File: src/rtl/dht11_poll_ctrl.sv
// dht11_poll_ctrl
// Arbitrates measurement requests from two requesters, plus an optional
// periodic self-trigger, onto a single DHT11 reader. It enforces the sensor's
// minimum spacing between start_o pulses and times out silent attempts,
// aborting the reader when that happens. Failed attempts are retried a
// bounded number of times. The result is handed back to every requester that
// was pending at trigger time, one round-robin grant per cycle.
//
// Ports
//   clk, rst_n      system clock, asynchronous active-low reset
//   req_i[1:0]      one-cycle request pulse per requester
//   auto_en_i       level, enables periodic self-triggered measurement
//   sensor_ready_i  one-cycle completion pulse from the reader
//   sensor_data_i   {temp_int, hum_int}; 16'h0000 signals a checksum failure
//   start_o         one-cycle trigger to the reader
//   sensor_rst_n_o  active-low reader abort, low for 2 cycles after a timeout
//   gnt_o[1:0]      one-hot, one-cycle result grant
//   data_o          last valid reading
//   data_valid_o    a valid reading has been stored since reset
//   err_o           1 = every attempt of the latest measurement failed
//   busy_o          controller is not in IDLE
//   state_dbg       current FSM state, for observation only
//
// Handshake semantics: there is no back-pressure anywhere. Every *_i pulse
// is sampled on exactly one rising edge, and every output pulse (start_o,
// gnt_o) lasts exactly one cycle. sensor_ready_i is honoured only in WAIT.
module dht11_poll_ctrl #(
  parameter int MIN_INTERVAL = 100_000_000,
  parameter int TIMEOUT      = 2_500_000,
  parameter int MAX_RETRY    = 3
) (
  input  logic        clk,
  input  logic        rst_n,
  input  logic [1:0]  req_i,
  input  logic        auto_en_i,
  input  logic        sensor_ready_i,
  input  logic [15:0] sensor_data_i,
  output logic        start_o,
  output logic        sensor_rst_n_o,
  output logic [1:0]  gnt_o,
  output logic [15:0] data_o,
  output logic        data_valid_o,
  output logic        err_o,
  output logic        busy_o,
  output logic [2:0]  state_dbg
);

  localparam int HW = (MIN_INTERVAL > 0) ? $clog2(MIN_INTERVAL + 1) : 1;
  localparam int TW = (TIMEOUT > 0)      ? $clog2(TIMEOUT + 1)      : 1;
  localparam int RW = (MAX_RETRY > 0)    ? $clog2(MAX_RETRY + 1)    : 1;

  typedef enum logic [2:0] {
    IDLE  = 3'd0,
    TRIG  = 3'd1,
    WAIT  = 3'd2,
    ABORT = 3'd3,
    HOLD  = 3'd4,
    GRANT = 3'd5
  } state_t;

  state_t          state, state_next;
  logic [HW-1:0]   hold_cnt;
  logic [TW-1:0]   to_cnt;
  logic [RW-1:0]   retry_cnt;
  logic            abort_cnt;
  logic [1:0]      pending;
  logic [1:0]      served;
  logic            rr;
  logic [15:0]     data_q;
  logic            data_valid_q;
  logic            err_q;

  logic            hold_done;
  logic            retries_left;
  logic            fail;
  logic            done_ok;
  logic            pick;
  logic [1:0]      gnt;
  logic [1:0]      served_next;

  assign hold_done    = (hold_cnt == HW'(MIN_INTERVAL));
  assign retries_left = (retry_cnt < RW'(MAX_RETRY));

  // Round-robin pick: the pointer's requester if it is served, else the other.
  assign pick        = served[rr] ? rr : ~rr;
  assign gnt         = (state == GRANT && served != 2'b00) ? (pick ? 2'b10 : 2'b01) : 2'b00;
  assign served_next = served & ~gnt;

  always_comb begin
    state_next = state;
    fail       = 1'b0;
    done_ok    = 1'b0;
    unique case (state)
      IDLE:  if (hold_done && (pending != 2'b00 || auto_en_i)) state_next = TRIG;
      TRIG:  state_next = WAIT;
      WAIT: begin
        // A reply on the expiry cycle wins over the timeout.
        if (sensor_ready_i) begin
          if (sensor_data_i != 16'h0000) begin
            done_ok    = 1'b1;
            state_next = GRANT;
          end else begin
            fail = 1'b1;
          end
        end else if (to_cnt == TW'(TIMEOUT)) begin
          state_next = ABORT;
        end
      end
      ABORT: if (abort_cnt) fail = 1'b1;
      HOLD:  if (hold_done) state_next = TRIG;
      GRANT: if (served_next == 2'b00) state_next = IDLE;
      default: state_next = IDLE;
    endcase
    if (fail) state_next = retries_left ? HOLD : GRANT;
  end

  always_ff @(posedge clk or negedge rst_n) begin
    if (!rst_n) begin
      state <= IDLE;
    end else begin
      state <= state_next;
    end
  end

  always_ff @(posedge clk or negedge rst_n) begin
    if (!rst_n) begin
      hold_cnt     <= '0;
      to_cnt       <= '0;
      retry_cnt    <= '0;
      abort_cnt    <= 1'b0;
      pending      <= 2'b00;
      served       <= 2'b00;
      rr           <= 1'b0;
      data_q       <= 16'h0000;
      data_valid_q <= 1'b0;
      err_q        <= 1'b0;
    end else begin
      // A request arriving with its own grant keeps the bit set.
      pending <= (pending & ~gnt) | req_i;

      // The TRIG cycle itself is the first cycle elapsed since start_o.
      if (state == TRIG) begin
        hold_cnt <= HW'(1);
      end else if (!hold_done) begin
        hold_cnt <= hold_cnt + HW'(1);
      end

      if (state == TRIG) begin
        to_cnt <= '0;
      end else if (state == WAIT && to_cnt != TW'(TIMEOUT)) begin
        to_cnt <= to_cnt + TW'(1);
      end

      abort_cnt <= (state == ABORT) ? 1'b1 : 1'b0;

      if (state == IDLE) begin
        retry_cnt <= '0;
      end else if (fail && retries_left) begin
        retry_cnt <= retry_cnt + RW'(1);
      end

      // Only the first attempt of a measurement captures the requesters;
      // retries keep serving the same set.
      if (state == TRIG && retry_cnt == '0) begin
        served <= pending;
      end else if (state == GRANT) begin
        served <= served_next;
      end

      if (gnt != 2'b00) rr <= ~pick;

      if (done_ok) begin
        data_q       <= sensor_data_i;
        data_valid_q <= 1'b1;
        err_q        <= 1'b0;
      end else if (fail && !retries_left) begin
        err_q <= 1'b1;
      end
    end
  end

  assign start_o        = (state == TRIG);
  assign sensor_rst_n_o = (state != ABORT);
  assign gnt_o          = gnt;
  assign data_o         = data_q;
  assign data_valid_o   = data_valid_q;
  assign err_o          = err_q;
  assign busy_o         = (state != IDLE);
  assign state_dbg      = state;

endmodule

File: config.mk
export PLATFORM = sky130hd
export DESIGN_NAME = dht11_poll_ctrl
export DESIGN_NICKNAME = d
export VERILOG_FILES = /design/src/rtl/dht11_poll_ctrl.sv
export SDC_FILE = /design/constraint.sdc
export NUM_CORES = 1
export LEC_CHECK = 0
export BUFFER_PORTS_ARGS = -buffer_cell sky130_fd_sc_hd__buf_2
export CAP_MARGIN = 20
export CORE_MARGIN = 1.5
export CORE_UTILIZATION = 61
export DETAILED_ROUTE_END_ITERATION = 6
export MAX_ROUTING_LAYER = met4
export PLACE_DENSITY = 0.94
export SYNTH_ARGS = -nofsm -noshare
export SYNTH_HDL_FRONTEND = slang
export SYNTH_SLANG_ARGS = --single-unit
File: constraint.sdc
create_clock -name clk -period 3 [get_ports clk]
set_input_delay 0 -clock clk [delete_from_list [all_inputs] [get_ports clk]]
set_output_delay 0 -clock clk [all_outputs]
set_load 0.05 [all_outputs]
# ---- Word-level counts from Yosys, hierarchy flattened
# Index checks and enable logic that the tools add are counted.
# Widths: inputs -> output; s select.
dict set report word_totals {
  output_inout_bits 26
  regBits 78
  input_bits 22
  word_cells 91
}
dict set report op_classes {
  n_mux 32
  magnitude_cmp 2
  eq_ne 16
  bitwise 6
  n_reduce_logical 21
  add_sub_neg 3
}
# op count
set ops {}
lappend ops {{$mux 27} 2}
lappend ops {{$mux 22} 2}
lappend ops {{$add 27x1->27 const B} 1}
lappend ops {{$eq 27x27->1 const B} 1}
lappend ops {{$add 22x1->22 const B} 1}
lappend ops {{$eq 22x22->1 const B} 1}
lappend ops {{$ne 22x22->1 const B} 1}
lappend ops {{$mux 3} 7}
lappend ops {{$pmux 3 s6} 1}
lappend ops {{$reduce_bool 16->1} 1}
lappend ops {{$reduce_bool 2->1} 7}
lappend ops {{$mux 1} 13}
lappend ops {{$mux 2} 6}
lappend ops {{$ne 3x3->1 const B} 3}
lappend ops {{$ne 4x4->1 const B} 2}
lappend ops {{$eq 3x2->1 const B} 2}
lappend ops {{$eq 3x3->1 const B} 2}
lappend ops {{$logic_and 1x1->1} 6}
lappend ops {{$reduce_and 6->1} 1}
lappend ops {{$and 2x2->2} 2}
lappend ops {{$logic_not 2->1} 2}
lappend ops {{$ne 2x2->1 const B} 2}
lappend ops {{$eq 3x1->1 const B} 1}
lappend ops {{$logic_not 3->1} 1}
lappend ops {{other kinds (11)} 12}

# ---- Longest topological paths before layout
dict set report depth {
  depth_word 11
  ltp_mapped 8
  ltp_nobuf 7
}

# ---- Least setup slack after synthesis
# No wires, ideal clock.
dict set report synth_path {
  kind {reg-to-reg}
  startpoint {reg state[0], in the netlist state_dbg[0]}
  endpoint {reg hold_cnt[1]}
  arrival_time_ns 2.280
  required_ns 2.844
  path_buffers 3
  setup_slack_ns 0.564
  synth_period_minus_slack_ns 2.436
  stages_incl_launch_ff 7
  setup_time_ns 0.156
  path_cell_list {dfrtp_1 -> buf_6 -> or3b_2 -> clkbuf_1 -> inv_2 -> buf_1 -> nor2_1}
}
dict set report synth_via {
  elab_chain_cells 2
  elab_cells_between_ends 3
  classes_between {2 x eq/ne; 1 x mux}
}
# element line
set synth_lines {}
lappend synth_lines {{start: declaration} 61} ;# state_t state, state_next;
lappend synth_lines {{start signal: assignment} 121} ;# state <= state_next;
lappend synth_lines {{$eq 3x1->1 (*)} -}
lappend synth_lines {{via start_o} 38} ;# output logic start_o,
lappend synth_lines {{$ne 2x2->1 (no source line) / $mux 27 (equally long branches)} -}
lappend synth_lines {{end signal: assignment} 145} ;# hold_cnt <= hold_cnt + HW'(1);
lappend synth_lines {{end: declaration} 62} ;# logic [HW-1:0] hold_cnt;
# The timed path passes the listed nets; every way through them passes the cells marked *.
# A chain may end at the register's enable or synchronous reset.

# ---- Final worst setup path
dict set report layout_path {
  startpoint {reg state[0], in the netlist state_dbg[0]}
  endpoint {out start_o}
}
dict set report layout_via {
  elab_chain_cells 1
}
# element line
set layout_lines {}
lappend layout_lines {{$eq 3x1->1} 182} ;# assign start_o = (state == TRIG);
lappend layout_lines {{end: declaration} 38}
# No other way between the ends.

==> flow_summary.html <==
<table>
<tr><th>Metric</th><th>Value</th></tr>
<tr><th colspan="2">Flow run</th></tr>
<tr><td>Max-capacitance violation count</td><td>0</td></tr>
<tr><th colspan="2">Floorplanning</th></tr>
<tr><td>Die Area</td><td>around 0.007 mm^2</td></tr>
<tr><td>Row cnt</td><td>29</td></tr>
<tr><td>Initial standard-cell utilization of the core</td><td>0.628</td></tr>
<tr><td>Die width</td><td>about 84 um</td></tr>
<tr><td>Core area</td><td>0.00631 mm^2</td></tr>
<tr><td>Ports</td><td>48</td></tr>
<tr><td>Die span in y</td><td>approximately 84 um</td></tr>
<tr><th colspan="2">Pwr</th></tr>
<tr><td>Leakage power</td><td>a little over 2 nW</td></tr>
<tr><td>Internal Pwr Total</td><td>1.52 mW</td></tr>
<tr><td>Fraction of power consumed by combinational cells</td><td>0.030</td></tr>
<tr><td>Power density relative to cell area</td><td>~430 mW/mm^2</td></tr>
<tr><td>Worst vdd ir</td><td>between 400 and 500 uV</td></tr>
<tr><td>Net switching component of the power</td><td>0.465 mW</td></tr>
<tr><td>Switching share of total power</td><td>0.235</td></tr>
<tr><td>Sequential share of power</td><td>0.530</td></tr>
<tr><td>Relative contribution of the clock network to total power</td><td>0.439</td></tr>
<tr><th colspan="2">Clocking</th></tr>
<tr><td>Post-CTS setup repair buffer count</td><td>0</td></tr>
<tr><td>Master cell of the clock root buffer</td><td>sky130_fd_sc_hd__clkbuf_8</td></tr>
<tr><td>Clock edge transition at the registers on the reported setup and hold paths</td><td>approximately 90 ps</td></tr>
<tr><td>Number of clock buffers inserted by TritonCTS</td><td>9</td></tr>
<tr><td>Buffer levels on the longest clock path</td><td>2</td></tr>
<tr><td>Clk sink count</td><td>78</td></tr>
<tr><td>TritonCTS clock tree</td><td>done</td></tr>
<tr><td>Later-pin clock latency in the skew report</td><td>approximately 370 ps</td></tr>
<tr><td>H-Tree Level Count</td><td>3</td></tr>
<tr><th colspan="2">Setup path</th></tr>
<tr><td>Setup slack on the worst flop-to-flop path</td><td>680 ps</td></tr>
<tr><td>Number of cell instances on the worst register-to-register path</td><td>5</td></tr>
<tr><td>Critical path endpoint category</td><td>primary output</td></tr>
<tr><td>Type of the setup path with the least slack</td><td>reg2out</td></tr>
<tr><td>Required time worst endpoint</td><td>about 3000 ps</td></tr>
<tr><td>R2r endpoint</td><td>to_cnt[18]</td></tr>
<tr><td>CP startpoint kind</td><td>flop</td></tr>
<tr><td>Critical path arrival</td><td>roughly 2300 ps</td></tr>
<tr><td>Reg-to-reg startpoint</td><td>state_dbg[1]</td></tr>
<tr><td>Largest fanout on the critical path</td><td>29</td></tr>
<tr><th colspan="2">Global route</th></tr>
<tr><td>Maximum number of pins on one net before global-route repair</td><td>79</td></tr>
<tr><td>Antenna violations before repair</td><td>0</td></tr>
<tr><td>Via count of the first global-routing pass</td><td>3,539</td></tr>
<tr><td>Total track usage</td><td>0.324</td></tr>
<tr><td>First-pass GRT wire length</td><td>~17,000 um</td></tr>
<tr><td>Final global-route overflow total</td><td>0</td></tr>
<tr><th colspan="2">STA</th></tr>
<tr><td>Worst slew margin</td><td>0.354</td></tr>
<tr><td>Worst slew pin tran</td><td>around 970 ps</td></tr>
<tr><td>Worst-case clock skew</td><td>roughly 23 ps</td></tr>
<tr><td>Final count of negative-setup-slack endpoints</td><td>0</td></tr>
<tr><td>Final Max Slew Viols</td><td>0</td></tr>
<tr><td>Fin Setup TNS</td><td>0 ps</td></tr>
<tr><td>Hold violation count in the final report</td><td>0</td></tr>
<tr><td>Min Tclk post-route</td><td>2320 ps</td></tr>
<tr><td>Fraction of the cycle the final worst path needs</td><td>0.774</td></tr>
<tr><td>Achievable clock frequency</td><td>between 0.4 and 0.5 GHz</td></tr>
<tr><td>Final WS setup</td><td>roughly 680 ps</td></tr>
<tr><td>Unrepaired setup endpoints after global routing</td><td>false</td></tr>
<tr><th colspan="2">Place</th></tr>
<tr><td>Final HPWL DP</td><td>between 5000 and 6000 um</td></tr>
<tr><td>Number of input and output port buffers inserted</td><td>47</td></tr>
<tr><td>Worst Setup Slack post-DPL</td><td>about 750 ps</td></tr>
<tr><td>Routability cong.</td><td>between 0.8 and 0.9</td></tr>
<tr><th colspan="2">Synth</th></tr>
<tr><td>Fraction of synthesis flops using an asynchronous set or reset pin</td><td>1.00</td></tr>
<tr><td>Number of flops mapped to enable cells by yosys</td><td>0</td></tr>
<tr><td>Predominant post-synthesis flop cell</td><td>sky130_fd_sc_hd__dfrtp_1</td></tr>
<tr><td>Cell area after synthesis</td><td>roughly 0.0040 mm^2</td></tr>
<tr><td>Post-Syn Instances</td><td>a little over 400</td></tr>
<tr><td>Total nets after synthesis</td><td>about 430</td></tr>
<tr><td>Library cell occupying the most area in the post-synthesis netlist</td><td>sky130_fd_sc_hd__dfrtp_1</td></tr>
<tr><td>Total number of yosys warnings</td><td>0</td></tr>
<tr><td>Dominant cells by area after synthesis</td><td>sky130_fd_sc_hd__dfrtp_1 (49%), sky130_fd_sc_hd__mux2_2 (4.5%), sky130_fd_sc_hd__xnor2_1 (4.0%)</td></tr>
<tr><td>Part of the Yosys area used for sequential elements</td><td>0.492</td></tr>
<tr><td>Post-synthesis register bit count</td><td>78</td></tr>
<tr><td>Fraction of post-synthesis cell area in the top cell type by area</td><td>0.492</td></tr>
<tr><td>Average cell area after synthesis</td><td>~9.8 um^2</td></tr>
<tr><td>Number of distinct standard cells referenced by the synthesized netlist</td><td>51</td></tr>
<tr><th colspan="2">Finish</th></tr>
<tr><td>Area growth from synthesis to final layout</td><td>17.2%</td></tr>
<tr><td>Commonest cells after routing, fill and taps aside</td><td>sky130_fd_sc_hd__dfrtp_1 (78), sky130_fd_sc_hd__buf_2 (46), sky130_fd_sc_hd__nor2_1 (37)</td></tr>
<tr><td>Count of inserted antenna diode cells</td><td>0</td></tr>
<tr><td>Fraction of final layout cells sized beyond drive strength 1</td><td>0.197</td></tr>
<tr><td>Number of nets in the final layout</td><td>499</td></tr>
<tr><td>Finished Core Util</td><td>0.736</td></tr>
<tr><td>Most common cell after layout, fill and taps aside</td><td>sky130_fd_sc_hd__dfrtp_1</td></tr>
<tr><th colspan="2">Outcome</th></tr>
<tr><td>Run status</td><td>finished clean</td></tr>
<tr><th colspan="2">Route</th></tr>
<tr><td>Total number of vias</td><td>about 3,500</td></tr>
<tr><td>Vias/cell</td><td>6.27</td></tr>
<tr><td>Final routed wirelength across all metal layers</td><td>roughly 10,000 um</td></tr>
<tr><td>Mean routed wirelength per cell</td><td>between 15 and 20 um</td></tr>
<tr><td>Drt initial violations</td><td>326</td></tr>
<tr><td>DRC violations left</td><td>0</td></tr>
<tr><td>Residual antenna-violating net count after detailed routing</td><td>0</td></tr>
<tr><td>Drt first pass iters</td><td>5</td></tr>
<tr><th colspan="2">Min path</th></tr>
<tr><td>Hold_sp</td><td>sensor_ready_i</td></tr>
<tr><td>Endpoint with the worst hold slack</td><td>state_dbg[2]</td></tr>
<tr><td>Type of the most critical hold path</td><td>in2reg</td></tr>
<tr><td>Count of cells along the worst hold path</td><td>3</td></tr>
</table>
registers in the layout, indices dropped and copies added, names as in the netlist:
register      cells
hold_cnt         27
to_cnt           22
data_o           16
state_dbg         3
pending           2
retry_cnt         2
served            2
abort_cnt         1
data_valid_o      1
err_o             1
rr                1
power by group through the flow:
stage	Combinational, mW	Sequential (mW)	Clock, mW
final	0.0603	1.05	0.870
after global routing	0.0668	1.05	0.921
after CTS	0.0595	1.05	0.845
after detailed placement	0.0392	1.07	0
after global placement	0.0384	1.07	0
after floorplan	0.00163	1.07	0
logic make-up (layout without fill, tap and decap cells):
| kind of cell | count (synthesis) | in the layout | synth area share |
|---|---|---|---|
| buffers and inverters | 41 | 111 | 0.0451 |
| XOR/XNOR | 25 | 25 | 0.0552 |
| flip-flops | 78 | 78 | 0.492 |
| AO/OA/AOI/OAI | 73 | 73 | 0.113 |
| multiplexers | 18 | 18 | 0.0505 |
| adder cells (fa/ha/maj) | 6 | 6 | 0.0189 |
| AND/OR/NAND/NOR | 165 | 165 | 0.226 |
worst max path at each step:
stage                 startpoint          end  slack [ps]  cells after the start
floorplan           state_dbg[0]  hold_cnt[1]         560                      6
global placement    state_dbg[1]   to_cnt[18]         890                      5
CTS                 state_dbg[0]      start_o         710                      3
global route        state_dbg[1]   to_cnt[18]         540                      5
finish              state_dbg[0]      start_o         680                      3
detailed placement  state_dbg[1]   to_cnt[18]         750                      5
Yosys cell counts, types with 4 or more instances:
cell type	n
sky130_fd_sc_hd__nand3_1	20
sky130_fd_sc_hd__nand4_1	10
sky130_fd_sc_hd__ha_1	6
sky130_fd_sc_hd__xnor2_1	18
sky130_fd_sc_hd__or3_1	12
sky130_fd_sc_hd__and4_1	4
sky130_fd_sc_hd__or4_1	8
sky130_fd_sc_hd__a21oi_1	25
sky130_fd_sc_hd__nor2_1	37
sky130_fd_sc_hd__xor2_1	7
sky130_fd_sc_hd__dfrtp_1	78
sky130_fd_sc_hd__nor4_1	16
sky130_fd_sc_hd__nor3_1	4
sky130_fd_sc_hd__inv_1	24
sky130_fd_sc_hd__mux2_2	16
sky130_fd_sc_hd__o31ai_1	7
sky130_fd_sc_hd__and3_1	6
sky130_fd_sc_hd__o21ai_0	17
sky130_fd_sc_hd__clkbuf_1	9
sky130_fd_sc_hd__o21ai_1	4
sky130_fd_sc_hd__nand2_1	33
metal layers:
layer / part of all wire / vias to the layer above / track usage
met5: 0 / - / -
met4: 0.040 / 0 / 0.168
met3: 0.057 / 50 / 0.0880
met2: 0.52 / 170 / 0.528
met1: 0.38 / 1667 / 0.368
li1: - / 1581 / -
per-stage QoR:
step           cell area (um^2)  hold WS (ps)  cells  total power, mW
6_report                   4650          47.3    553             1.98
5_1_grt                    4650          62.6    553             2.04
4_1_cts                    4650          44.0    553             1.95
3_5_place_dp               4240           209    518             1.11
3_3_place_gp               4240           203    518             1.11
2_1_floorplan              3970          -296    406             1.07
cell type report:
class | count | area, um^2
flip-flops and latches | 78 | 1950
multi-input cells | 287 | 1840
fillers | 396 | 1670
repair buffers | 69 | 450
clock buffers | 11 | 151
inverters | 26 | 97.6
well taps | 77 | 96.3
clock inverters | 5 | 63.8
critical path, cell delays in order (launching register included):
cell and delay, ps:
sky130_fd_sc_hd__dfrtp_1 550, sky130_fd_sc_hd__or3b_2 600, sky130_fd_sc_hd__inv_2 440, sky130_fd_sc_hd__buf_2 370
timing repair:
action | 4_1_cts | 5_1_grt
hold buffers | 19 | 0
setup endpoints to repair | 0 | 0
hold endpoints to repair | 96 | 0
gates resized for setup | 0 | 0
Note: power is estimated with default switching activity, not from simulation.
